<file path="src/rtl/pads_cfg_loader.sv">
// Purpose : walks every pad-config register over Wishbone, writing each pad's OEN bit.
// Latency : 3 cycles per pad with a zero-wait registered-ack slave; done pulses one cycle after the last GAP.
// Backpres: stalls in REQ/RD for wbm_ack_i up to TIMEOUT cycles, then aborts with err/err_idx set.
//
// Ports:
//   wb_clk_i, wb_rst_i          clock; asynchronous active-high reset
//   start, cfg_oen              one-cycle request; per-pad OEN (1 = input) captured at start
//   wbm_*                       Wishbone master (classic cycles, one register per pad)
//   busy, done, err, err_idx    status: busy outside IDLE, done pulse, sticky error and first failing pad
//
// Build option: define PADS_CFG_VERIFY_EN to add a read-back pass (RD/RGAP) after the write pass.
module pads_cfg_loader #(
    parameter logic [31:0] BASE_ADDR = 32'h3000_6000,
    parameter int          NUM_PADS  = 38,
    parameter int          TIMEOUT   = 15
) (
    input  logic                wb_clk_i,
    input  logic                wb_rst_i,
    input  logic                start,
    input  logic [NUM_PADS-1:0] cfg_oen,
    output logic                wbm_cyc_o,
    output logic                wbm_stb_o,
    output logic                wbm_we_o,
    output logic [3:0]          wbm_sel_o,
    output logic [31:0]         wbm_adr_o,
    output logic [31:0]         wbm_dat_o,
    input  logic                wbm_ack_i,
    input  logic [31:0]         wbm_dat_i,
    output logic                busy,
    output logic                done,
    output logic                err,
    output logic [5:0]          err_idx
);

    typedef enum logic [2:0] {
        IDLE = 3'd0,
        REQ  = 3'd1,
        GAP  = 3'd2,
        RD   = 3'd3,
        RGAP = 3'd4,
        FIN  = 3'd5
    } state_t;

    state_t              state;
    state_t              state_nxt;
    logic [5:0]          idx;
    logic [7:0]          wait_cnt;
    logic [NUM_PADS-1:0] shadow;

    logic last_pad;
    logic expired;
    logic in_xfer;
    logic pad_bit;

    assign last_pad = (idx == 6'(NUM_PADS - 1));
    // The counter is about to reach TIMEOUT on this cycle; an ack in the
    // same cycle still completes the transfer.
    assign expired  = (wait_cnt == 8'(TIMEOUT - 1));
    assign in_xfer  = (state == REQ) || (state == RD);
    assign pad_bit  = shadow[idx];

    // Only bit 0 of read data carries pad state; the rest is ignored.
    logic unused_rd_bits;
    assign unused_rd_bits = ^wbm_dat_i;

`ifdef PADS_CFG_VERIFY_EN
    logic rd_bad;
    assign rd_bad = wbm_ack_i && (wbm_dat_i[0] != pad_bit);
`endif

    // ---------------------------------------------------------------- state register
    always_ff @(posedge wb_clk_i or posedge wb_rst_i) begin
        if (wb_rst_i) begin
            state <= IDLE;
        end else begin
            state <= state_nxt;
        end
    end

    // ---------------------------------------------------------------- next state
    always_comb begin
        state_nxt = state;
        case (state)
            IDLE: begin
                if (start) state_nxt = REQ;
            end
            REQ: begin
                if (wbm_ack_i)    state_nxt = GAP;
                else if (expired) state_nxt = FIN;
            end
            GAP: begin
                // The idle cycle lets a registered ack drop before the next strobe.
                if (!last_pad) begin
                    state_nxt = REQ;
                end else begin
`ifdef PADS_CFG_VERIFY_EN
                    state_nxt = RD;
`else
                    state_nxt = FIN;
`endif
                end
            end
`ifdef PADS_CFG_VERIFY_EN
            RD: begin
                if (wbm_ack_i)    state_nxt = rd_bad ? FIN : RGAP;
                else if (expired) state_nxt = FIN;
            end
            RGAP: begin
                state_nxt = last_pad ? FIN : RD;
            end
`endif
            FIN: begin
                state_nxt = IDLE;
            end
            default: begin
                state_nxt = IDLE;
            end
        endcase
    end

    // ---------------------------------------------------------------- datapath registers
    always_ff @(posedge wb_clk_i or posedge wb_rst_i) begin
        if (wb_rst_i) begin
            idx      <= '0;
            wait_cnt <= '0;
            shadow   <= '0;
            err      <= 1'b0;
            err_idx  <= '0;
        end else begin
            // Zero outside REQ/RD, so every entry into REQ/RD starts from 0.
            if (in_xfer && !wbm_ack_i) wait_cnt <= wait_cnt + 8'd1;
            else                       wait_cnt <= '0;

            case (state)
                IDLE: begin
                    if (start) begin
                        shadow  <= cfg_oen;
                        err     <= 1'b0;
                        err_idx <= '0;
                        idx     <= '0;
                    end
                end
                REQ: begin
                    if (!wbm_ack_i && expired) begin
                        err     <= 1'b1;
                        err_idx <= idx;
                    end
                end
                GAP: begin
                    if (!last_pad) idx <= idx + 6'd1;
`ifdef PADS_CFG_VERIFY_EN
                    else           idx <= '0;
`endif
                end
`ifdef PADS_CFG_VERIFY_EN
                RD: begin
                    if (rd_bad || (!wbm_ack_i && expired)) begin
                        err     <= 1'b1;
                        err_idx <= idx;
                    end
                end
                RGAP: begin
                    if (!last_pad) idx <= idx + 6'd1;
                end
`endif
                default: begin
                end
            endcase
        end
    end

    // ---------------------------------------------------------------- outputs
    always_comb begin
        wbm_cyc_o = 1'b0;
        wbm_stb_o = 1'b0;
        wbm_we_o  = 1'b0;
        wbm_sel_o = 4'h0;
        wbm_adr_o = 32'h0;
        wbm_dat_o = 32'h0;
        busy      = (state != IDLE);
        done      = (state == FIN);
        case (state)
            REQ: begin
                wbm_cyc_o = 1'b1;
                wbm_stb_o = 1'b1;
                wbm_we_o  = 1'b1;
                wbm_sel_o = 4'hF;
                wbm_adr_o = BASE_ADDR + 32'(idx);
                wbm_dat_o = {31'b0, pad_bit};
            end
`ifdef PADS_CFG_VERIFY_EN
            RD: begin
                wbm_cyc_o = 1'b1;
                wbm_stb_o = 1'b1;
                wbm_sel_o = 4'hF;
                wbm_adr_o = BASE_ADDR + 32'(idx);
            end
`endif
            default: begin
            end
        endcase
    end

endmodule

</file>
<file path="config.mk">
export PLATFORM = sky130hd
export DESIGN_NAME = pads_cfg_loader
export DESIGN_NICKNAME = d
export VERILOG_FILES = /design/src/rtl/pads_cfg_loader.sv
export SDC_FILE = /design/constraint.sdc
export NUM_CORES = 1
export LEC_CHECK = 0
export BUFFER_PORTS_ARGS = -buffer_cell sky130_fd_sc_hd__buf_2
export CORE_MARGIN = 2
export CORE_UTILIZATION = 45
export DETAILED_ROUTE_END_ITERATION = 16
export PLACE_DENSITY = 0.78
export SETUP_SLACK_MARGIN = 0.15
export SYNTH_ARGS = -nofsm -noshare
export SYNTH_HDL_FRONTEND = slang
export SYNTH_SLANG_ARGS = --single-unit
</file>
<file path="constraint.sdc">
create_clock -name wb_clk_i -period 3.46 [get_ports wb_clk_i]
set_input_delay 0.692 -clock wb_clk_i [delete_from_list [all_inputs] [get_ports wb_clk_i]]
set_output_delay 0.692 -clock wb_clk_i [all_outputs]
set_load 0.005 [all_outputs]
</file>
==> impl_metrics.tcl <==
set metrics [dict create \
    utilization 0.520 \
    worst_pin_slew_ps 851 \
    setup_violations 0 \
    grt_pass1_vias 1977 \
    hold_slack_ps 492 \
    synthTopCellsByArea "dfrtp_1, buf_4, mux2_2, mux4_1, xor2_1" \
    slew_headroom 0.432 \
    cp_max_fo 13 \
    synthFlopType "dfrtp_1" \
    ys_top_cells_by_count "buf_4, dfrtp_1, mux2_2, nor2_1, xor2_1" \
    portBuffers 68 \
    cts.repair.resized 0 \
    cts_made_buffers 9 \
    wl_um 6120 \
    syn_to_final_growth_pct 10.2 \
    grt_max_degree 45 \
    finalMaxSlewViolations 0 \
    rows 31 \
    status "completed" \
    core_sq_mm 0.00733 \
    synth_area_sq_mm 0.00346 \
    synth_top_cell_by_area "dfrtp_1" \
    ys_async_sr_fraction 1.00 \
    finClkSkew_ps 11.1 \
    clkSinkCount 62 \
    antenna_cells 0 \
    antenna_found_initial 0 \
    met1_usage 0.210 \
    grt_pass1_wl_um 9980 \
    ctsHoldBuffers 0 \
    cp.buffers_inverters 2 \
    avgSynthCellArea_sq_um 11.8 \
    initial_utilization 0.472 \
    die_h_um 91.7 \
    synthCells 293 \
    placed_area_sq_mm 0.00360 \
    busiest_layer "met2" \
    ys_types 43 \
    rsz0062_at_grt "no" \
    reg2reg_slack_ps 1370 \
    die-width_um 91.7 \
    gr-total-overflow 0 \
    synth_edf_count 0 \
    grt_use_met3 0.0485 \
    dieArea_sq_mm 0.00841 \
    p_per_area_mw_per_mm2 745 \
    fin_nets 433 \
    yosysMostFrequentCell "buf_4" \
    crit_family "flip-flops" \
    post-route-period-util 0.877 \
    cap_violations 0 \
    drtIter0Drc 122 \
    leakagePower_nw 1.86 \
    post-route-min-period_ps 3030 \
    detail_route.wl_per_cell_um 13.3 \
    max_stage_delay_ps 610 \
    grt_usage 0.153 \
    via_per_inst 4.65 \
    use_met2 0.224 \
    worstPathCellList "buf_4 -> mux4_1 -> nand2_1 -> nand4b_1 -> nand4b_1 -> o21ai_1 -> buf_2" \
    clock_path_buffers 2 \
    hpwlAfterDp_um 4470 \
    cp.arrival_ps 2340 \
    htreeDepth 3 \
    ys_warn_count 0 \
    fmax_mhz 330 \
    clockRootBuffer "clkbuf_8" \
    drive_gt1_frac 0.389 \
    ir_drop_v 0.000389 \
    vias 2134 \
    synth_seq_cells 62 \
    cts_tree "built" \
    layout_setup_ws_ps 427 \
    min_path_type "flop to flop" \
    cp-start-kind "flop" \
    ant_nets 0 \
    critical_path_class "flop to output port" \
    fin_setup_tns_ps 0 \
    worstPathRequired_ps 2770 \
    finalHoldViolations 0 \
    route.detailed.drc 0 \
    ys_seq_area_frac 0.448 \
    worstSkewPairLatency_ps 350 \
    crit_top_cell "nand4b_1" \
    clk_pin_slew_worst_paths_ps 70 \
    post_cts_buffers 0 \
    first_pass_iters 5 \
    yosys.area.top_type_share 0.448 \
    final_cell_area_sq_mm 0.00381 \
    ios 154 \
    end_kind "output port" \
    dp_slack_ps 790 \
    gp_congestion 0.816 \
    crit_path_top_delay_cell "dfrtp_1" \
]
[registers in the layout (all words and copies together), names as in the netlist]
signal	count
idx	6
state	3
err	1
err_idx	6
wait_cnt	8
shadow	38
[cell type report]
class                   instances  area [sq um]
clock buffers                  10           128
clock inverters                 6          86.3
fillers                       642          3520
inverters                       8          30.0
multi-input cells             203          1530
flip-flops and latches         62          1550
well taps                      99           124
repair buffers                 71           363
[metal layers]
metal | share of wire | wire length (um)
met1 | 0.45 | 2760
met2 | 0.46 | 2800
met3 | 0.077 | 468
met4 | 0.013 | 82
met5 | 0 | 0
[cells by family after synthesis]
kind of cell | synth area share
buf+inv | 0.166
compound gates | 0.0253
fa+ha+maj | 0.0145
simple gates | 0.108
other cells | 0.00108
mux | 0.212
xor+xnor | 0.0253
flops | 0.448
[through the flow]
step	std cells	power [mW]
after global placement	443	2.12
after detailed placement	443	2.17
after floorplan	345	2.03
after CTS	459	2.87
after global routing	459	3.04
final	459	2.84
[layout by cell type, fill, tap and decap left out, drive strengths merged, types with 8 or more instances in the layout]
master,instances
conb,53
dfrtp,62
buf,71
and2,8
mux2,45
inv,8
xor2,9
nor2,22
clkbuf,10
[worst paths after layout]
path                       cells past startpoint           end       from
setup / recovery                               7  wbm_dat_o[0]     idx[0]
hold / removal                                 1     shadow[3]  shadow[3]
setup reg to reg                               4    err_idx[1]   state[2]
hold reg to reg                                1     shadow[3]  shadow[3]
max in group asynchronous                      3    err_idx[1]   wb_rst_i
min in group asynchronous                      2    shadow[14]   wb_rst_i
[power breakdown]
group	leakage, nW	internal, mW	total, mW	switching (mW)
combinational	0.979	0.554	0.977	0.423
sequential	0.773	0.988	1.17	0.181
clock	0.106	0.404	0.695	0.291
total	1.86	1.95	2.84	0.896
Note: power is estimated with default switching activity, not from simulation.
